**src/rtl/alu_mc_pkg.sv**
```systemverilog
// Shared definitions for the multi-cycle ALU:
// op codes, FSM states and the WIDTH legality check.
package alu_mc_pkg;

    typedef enum logic [1:0] {
        S_IDLE,
        S_MUL,
        S_DIV,
        S_DONE
    } state_t;

    localparam logic [3:0] OP_ADD = 4'b0000;
    localparam logic [3:0] OP_OR  = 4'b0001;
    localparam logic [3:0] OP_XOR = 4'b0010;
    localparam logic [3:0] OP_AND = 4'b0011;
    localparam logic [3:0] OP_ROL = 4'b0100;
    localparam logic [3:0] OP_SLL = 4'b0101;
    localparam logic [3:0] OP_SRA = 4'b0110;
    localparam logic [3:0] OP_SRL = 4'b0111;
    localparam logic [3:0] OP_MUL = 4'b1000;
    localparam logic [3:0] OP_DIV = 4'b1001;

    function automatic bit width_ok(input int w);
        return (w == 8) || (w == 16) || (w == 32);
    endfunction

endpackage

```
**src/rtl/alu_mc_shifter.sv**
```systemverilog
// Combinational shifter: rotate left, shift left,
// arithmetic and logical shift right.
module shifter_p #(
    parameter int WIDTH = 16
) (
    input  logic [1:0]               i_mode,
    input  logic [WIDTH-1:0]         i_a,
    input  logic [$clog2(WIDTH)-1:0] i_cnt,
    output logic [WIDTH-1:0]         o_y
);

    logic [WIDTH-1:0] w_rol;

    assign w_rol = WIDTH'(({i_a, i_a} << i_cnt) >> WIDTH);

    always_comb begin
        o_y = i_a;
        unique case (i_mode)
            2'b00: o_y = w_rol;
            2'b01: o_y = i_a << i_cnt;
            2'b10: o_y = $signed(i_a) >>> i_cnt;
            2'b11: o_y = i_a >> i_cnt;
            default: o_y = i_a;
        endcase
    end

endmodule

```
**src/rtl/alu_mc.sv**
```systemverilog
// Multi-cycle ALU: single-cycle add/logic/shift, iterative
// shift-add multiply and restoring divide on one shared adder.
module alu_mc
    import alu_mc_pkg::*;
#(
    parameter int WIDTH = 16,
    parameter int CNT_W = $clog2(WIDTH)
) (
    input  logic             clk,
    input  logic             rst,
    input  logic             start,
    input  logic [WIDTH-1:0] A,
    input  logic [WIDTH-1:0] B,
    input  logic             Cin,
    input  logic [3:0]       Op,
    input  logic             invA,
    input  logic             invB,
    input  logic             clearB,
    input  logic             sign,
    output logic             busy,
    output logic             valid,
    output logic [WIDTH-1:0] Out,
    output logic             Ofl,
    output logic             Z
);

    if (!width_ok(WIDTH)) begin : g_bad_width
        $error("alu_mc: WIDTH must be 8, 16 or 32");
    end

    state_t             r_state;
    state_t             w_state_nxt;
    logic [CNT_W-1:0]   r_cnt;
    logic [2*WIDTH-1:0] r_acc;
    logic [WIDTH-1:0]   r_m;
    logic [WIDTH-1:0]   r_out;
    logic               r_ofl;
    logic               r_z;

    logic [WIDTH-1:0]   w_a;
    logic [WIDTH-1:0]   w_b;
    logic [WIDTH-1:0]   w_shf;
    logic [WIDTH:0]     w_x;
    logic [WIDTH:0]     w_y;
    logic               w_c;
    logic [WIDTH+1:0]   w_sum;
    logic [2*WIDTH-1:0] w_acc_nxt;
    logic [WIDTH-1:0]   w_rem;
    logic [WIDTH-1:0]   w_res;
    logic               w_ofl;
    logic               w_last;
    logic               w_ge;
    logic               w_busy;
    logic               w_valid;

    assign w_a = invA ? ~A : A;
    assign w_b = clearB ? '0 : (invB ? ~B : B);
    assign w_last = (r_cnt == CNT_W'(WIDTH - 1));

    shifter_p #(.WIDTH(WIDTH)) u_shf (
        .i_mode (Op[1:0]),
        .i_a    (w_a),
        .i_cnt  (w_b[CNT_W-1:0]),
        .o_y    (w_shf)
    );

    // DIV trial subtract: shifted remainder + ~divisor + 1
    always_comb begin
        w_x = {1'b0, w_a};
        w_y = {1'b0, w_b};
        w_c = Cin;
        unique case (r_state)
            S_MUL: begin
                w_x = {1'b0, r_acc[2*WIDTH-1:WIDTH]};
                w_y = {1'b0, r_m};
                w_c = 1'b0;
            end
            S_DIV: begin
                w_x = {r_acc[2*WIDTH-1:WIDTH], r_acc[WIDTH-1]};
                w_y = ~{1'b0, r_m};
                w_c = 1'b1;
            end
            default: ;
        endcase
    end

    assign w_sum = {1'b0, w_x} + {1'b0, w_y}
                 + {{(WIDTH+1){1'b0}}, w_c};
    assign w_ge  = w_sum[WIDTH+1];

    always_comb begin
        w_rem     = w_ge ? w_sum[WIDTH-1:0]
                         : {r_acc[2*WIDTH-2:WIDTH], r_acc[WIDTH-1]};
        w_acc_nxt = {1'b0, r_acc[2*WIDTH-1:1]};
        if (r_state == S_DIV)
            w_acc_nxt = {w_rem, r_acc[WIDTH-2:0], w_ge};
        else if (r_acc[0])
            w_acc_nxt = {w_sum[WIDTH:0], r_acc[WIDTH-1:1]};
    end

    always_comb begin
        w_res = '0;
        w_ofl = 1'b0;
        unique case (1'b1)
            Op[3]: ;
            (~Op[3] & Op[2]): w_res = w_shf;
            (~Op[3] & ~Op[2]): begin
                unique case (Op[1:0])
                    2'b00: begin
                        w_res = w_sum[WIDTH-1:0];
                        w_ofl = sign
                            ? ((w_a[WIDTH-1] == w_b[WIDTH-1])
                              && (w_sum[WIDTH-1] != w_a[WIDTH-1]))
                            : w_sum[WIDTH];
                    end
                    2'b01: w_res = w_a | w_b;
                    2'b10: w_res = w_a ^ w_b;
                    2'b11: w_res = w_a & w_b;
                    default: ;
                endcase
            end
            default: ;
        endcase
    end

    always_comb begin
        w_state_nxt = r_state;
        w_busy      = 1'b1;
        w_valid     = 1'b0;
        unique case (r_state)
            S_IDLE: begin
                w_busy = 1'b0;
                if (start) begin
                    if (Op == OP_MUL)      w_state_nxt = S_MUL;
                    else if (Op == OP_DIV) w_state_nxt = S_DIV;
                    else                   w_state_nxt = S_DONE;
                end
            end
            S_MUL, S_DIV: begin
                if (w_last) w_state_nxt = S_DONE;
            end
            S_DONE: begin
                w_valid     = 1'b1;
                w_state_nxt = S_IDLE;
            end
            default: w_state_nxt = S_IDLE;
        endcase
    end

    always_ff @(posedge clk) begin
        if (rst) begin
            r_state <= S_IDLE;
            r_cnt   <= '0;
            r_acc   <= '0;
            r_m     <= '0;
            r_out   <= '0;
            r_ofl   <= 1'b0;
            r_z     <= 1'b1;
        end else begin
            r_state <= w_state_nxt;
            if (r_state == S_IDLE && start) begin
                r_cnt <= '0;
                if (Op == OP_MUL) begin
                    r_m   <= w_a;
                    r_acc <= {{WIDTH{1'b0}}, w_b};
                end else if (Op == OP_DIV) begin
                    r_m   <= w_b;
                    r_acc <= {{WIDTH{1'b0}}, w_a};
                end else begin
                    r_out <= w_res;
                    r_ofl <= w_ofl;
                    r_z   <= (w_res == '0);
                end
            end else if (r_state == S_MUL || r_state == S_DIV) begin
                r_acc <= w_acc_nxt;
                r_cnt <= r_cnt + 1'b1;
                if (w_last) begin
                    r_cnt <= '0;
                    r_out <= w_acc_nxt[WIDTH-1:0];
                    r_ofl <= (r_state == S_MUL)
                           ? |w_acc_nxt[2*WIDTH-1:WIDTH]
                           : ~|r_m;
                    r_z   <= (w_acc_nxt[WIDTH-1:0] == '0);
                end
            end
        end
    end

    assign busy  = w_busy;
    assign valid = w_valid;
    assign Out   = r_out;
    assign Ofl   = r_ofl;
    assign Z     = r_z;

endmodule
```
**config.mk**
```make
export PLATFORM = sky130hd
export DESIGN_NAME = alu_mc
export DESIGN_NICKNAME = d
export VERILOG_FILES = /design/src/rtl/alu_mc_pkg.sv /design/src/rtl/alu_mc_shifter.sv /design/src/rtl/alu_mc.sv
export SDC_FILE = /design/constraint.sdc
export NUM_CORES = 1
export LEC_CHECK = 0
export ABC_AREA = 1
export BUFFER_PORTS_ARGS = -buffer_cell sky130_fd_sc_hd__buf_4
export CELL_PAD_IN_SITES_DETAIL_PLACEMENT = 0
export CELL_PAD_IN_SITES_GLOBAL_PLACEMENT = 1
export CORE_MARGIN = 1.5
export CORE_UTILIZATION = 39
export DETAILED_ROUTE_END_ITERATION = 16
export PLACE_DENSITY = 0.79
export SLEW_MARGIN = 30
export SYNTH_ARGS = -nofsm -noshare
export SYNTH_HDL_FRONTEND = slang
export SYNTH_SLANG_ARGS = --single-unit
```
**constraint.sdc**
```tcl
create_clock -name clk -period 3.6 [get_ports clk]
set_clock_uncertainty 0.05 [all_clocks]
set_input_delay 0.54 -clock clk [delete_from_list [all_inputs] [get_ports clk]]
set_output_delay 0.54 -clock clk [all_outputs]
set_load 0.02 [all_outputs]
```
==> flow_summary.json <==
{
  "run_status": "finished with violations",
  "violations": "setup timing",
  "cts_tree": "yes",
  "path_max_fanout": 8,
  "clockBufferDepth": 2,
  "total_power_mw": 12.9,
  "reg2reg_from": "r_state[1]",
  "synthTopCellsByArea": "nand2_1, dfxtp_1, nand3_1",
  "period_minus_slack_ns": 3.60,
  "antenna_cells": 0,
  "clkSinkCount": 72,
  "path_depth": 26,
  "ant_nets": 0,
  "synth-async-reset-ratio_pct": 0,
  "grt_max_degree": 43,
  "rows": 55,
  "relSlewSlack_pct": 29.1,
  "cts_buffers": 9,
  "cp-start-kind": "flop",
  "layout-drive-gt1-share_pct": 26.4,
  "hold_viol": 0,
  "power.leakage_nw": 6.01,
  "synth_seq_cells": 72,
  "drt-pass1-iter-count": 6,
  "synth_top_cell_area_share_pct": 21.0,
  "ctsHoldBuffers": 0,
  "viasPerCell": 5.67,
  "ys_top_cells_by_count": "nand2_1, nand3_1, nor2_1",
  "synth_edf_count": 0,
  "reg2reg_slack_ns": -0.003,
  "max_cap_violations": 0,
  "cts_max_level": 3,
  "crit_end": "Ofl",
  "ios": 64,
  "seq_area_frac_synth_pct": 15.7,
  "reg2reg_depth": 26,
  "rsz0062_at_grt": "yes",
  "path_buf_inv": 7,
  "worstMarginPinSlew_ns": 1.06,
  "synth_warnings": 0,
  "setup_viol": 1,
  "die_y_um": 157,
  "crit_family": "simple AND/OR/NAND/NOR gates",
  "post-dp-hpwl_um": 30800,
  "fmax_ghz": 0.278,
  "clock-root-buffer": "clkbuf_16",
  "end_kind": "flop",
  "r2r-end": "Ofl",
  "area.sequential_um2": 1440,
  "multi_input_comb_area_um2": 7540,
  "gp_congestion": 1.02,
  "netlist_instances": 1613,
  "max_stage_delay_ns": 0.33,
  "cp-startpoint": "r_state[1]",
  "crit_type": "flop to flop",
  "power_density_nw_per_um2": 1020,
  "initial_core_util_pct": 40.1,
  "num_vias": 12200,
  "yosysMostFrequentCell": "nand2_1",
  "drt_wl_total_um": 41300,
  "core_um2": 22900,
  "clk-insertion-delay-late_ns": 0.36,
  "synthDistinctLibCells": 50,
  "routedWlPerCell_um": 19.3,
  "fin_ws_ns": -0.00276,
  "worstPathRequired_ns": 3.79,
  "place_inst": 2098,
  "min_period_over_period_pct": 100,
  "syn_area_per_cell_um2": 5.70,
  "grt_overflow": 0,
  "ys.flop_type": "dfxtp_1",
  "grt_util_all_layers_pct": 32.3,
  "synth_top_area_cell": "nand2_1",
  "arrival_ns": 3.80,
  "final_nets": 1927,
  "die_area_um2": 24500,
  "fp.dieW_um": 157,
  "grt_pass1_vias": 10700,
  "grt_pass1_wl_um": 60300,
  "final_cells": 2144,
  "clk_pin_slew_ns": 0.06,
  "syn-num-nets": 1714,
  "drv_slew": 0,
  "drt_iter0_drc": 1193,
  "grt_antenna_before_repair": 0,
  "fill_cells": 2323,
  "critical_path.slowest_cell": "dfxtp_2",
  "io_buffers": 63,
  "drc": 0,
  "ir_drop_v": 0.00106,
  "area_delta_synth_final_pct": 37.7,
  "hold_path_class": "flop to flop",
  "syn_area_um2": 9190
}
[flip-flops by register name, indices dropped and copies added (netlist names)]
signal	flops
r_m	16
Ofl	1
r_state	2
Out	16
Z	1
r_cnt	4
r_acc	32
[where the power goes]
| group | switching, mW | internal (mW) |
|---|---|---|
| clock network | 0.410 | 0.611 |
| registers | 0.152 | 1.03 |
| logic | 5.86 | 4.82 |
| total | 6.42 | 6.45 |
[final cells by class]
| class | instances | share of cell area, % |
|---|---|---|
| inverters | 112 | 3.44 |
| clock inverters | 6 | 0.731 |
| flip-flops and latches | 72 | 11.4 |
| clock buffers | 10 | 1.81 |
| multi-input cells | 1335 | 59.6 |
| repair buffers | 296 | 20.0 |
| well taps | 313 | 3.09 |
[kinds of logic after synthesis]
| kind of cell | Yosys count | share of synthesized area, % |
|---|---|---|
| AND/OR/NAND/NOR | 892 | 40.8 |
| adder cells (fa/ha/maj) | 57 | 7.92 |
| XOR/XNOR | 30 | 4.16 |
| buffers and inverters | 207 | 9.73 |
| multiplexers | 1 | 0.109 |
| flip-flops | 72 | 15.7 |
| AO/OA/AOI/OAI | 354 | 21.6 |
[metrics by stage]
step / hold slack [ns] / area [µm²] / setup TNS (ns) / setup slack, ns / utilization, %
floorplan: 0.395 / 9200 / 0 / 0.0303 / -
global placement: 0.404 / 11200 / -0.428 / -0.220 / 48.9
detailed placement: 0.409 / 11200 / -0.455 / -0.203 / 48.9
CTS: 0.418 / 11600 / 0 / 0.00936 / 50.7
global route: 0.437 / 12700 / -0.351 / -0.129 / 55.2
finish: 0.417 / 12700 / -0.00276 / -0.00276 / 55.2
[metal layers]
layer / GRT usage [%] / vias up / routed length (µm)
met2: 51.5 / 611 / 18500
met3: 5.76 / 105 / 3730
met1: 43.1 / 5607 / 17300
li1: - / 5835 / -
met4: 12.6 / 0 / 1750
met5: 0 / - / 0
[worst min path at each step]
stage	startpoint	endpoint	slack [ns]	depth (start not counted)
after detailed placement	r_acc[26]	r_acc[26]	0.41	2
after CTS	r_acc[26]	r_acc[26]	0.42	2
after global placement	r_acc[26]	r_acc[26]	0.40	2
after global routing	r_acc[31]	r_acc[31]	0.44	2
after floorplan	r_acc[26]	r_acc[26]	0.40	2
final	r_acc[26]	r_acc[26]	0.42	2
[timing repair]
action,4_1_cts,5_1_grt
endpoints found under the hold margin,0,0
resized for setup,20,185
endpoints found under the setup margin,5,15
setup buffers,2,21
pin swaps,3,64
gates cloned,0,7
[layout by cell type (no fill, tap or decap), drive strengths merged, types with 7 or more instances in the layout]
| cell | n |
|---|---|
| nand2 | 526 |
| buf | 290 |
| nand3 | 185 |
| nor2 | 146 |
| a21oi | 134 |
| o21ai | 131 |
| inv | 111 |
| dfxtp | 72 |
| ha | 55 |
| xnor2 | 23 |
| o211ai | 20 |
| nor3 | 17 |
| clkbuf | 16 |
| o22ai | 14 |
| a211oi | 13 |
| a31oi | 12 |
| a221oi | 11 |
| nand4 | 8 |
| xor2 | 7 |
[worst register-to-register path, cell delays in order (launching register included)]
cell and delay, ns:
dfxtp_2 0.33, inv_2 0.07, buf_6 0.11, ha_4 0.18
inv_4 0.06, buf_6 0.14, o211ai_1 0.28, o21ai_1 0.12
inv_1 0.12, ha_4 0.26, a21oi_4 0.18, buf_6 0.12
o21a_1 0.17, nand3_2 0.12, xnor2_2 0.22, buf_4 0.16
nand2_2 0.05, nand2_2 0.07, nand2_2 0.05, nor2_1 0.11
nand2_1 0.08, nor2_2 0.13, nand2_1 0.07, nand2_1 0.05
nand2_1 0.06, nand2_2 0.07, a21oi_2 0.05
Power figures use the tool's default switching activity.
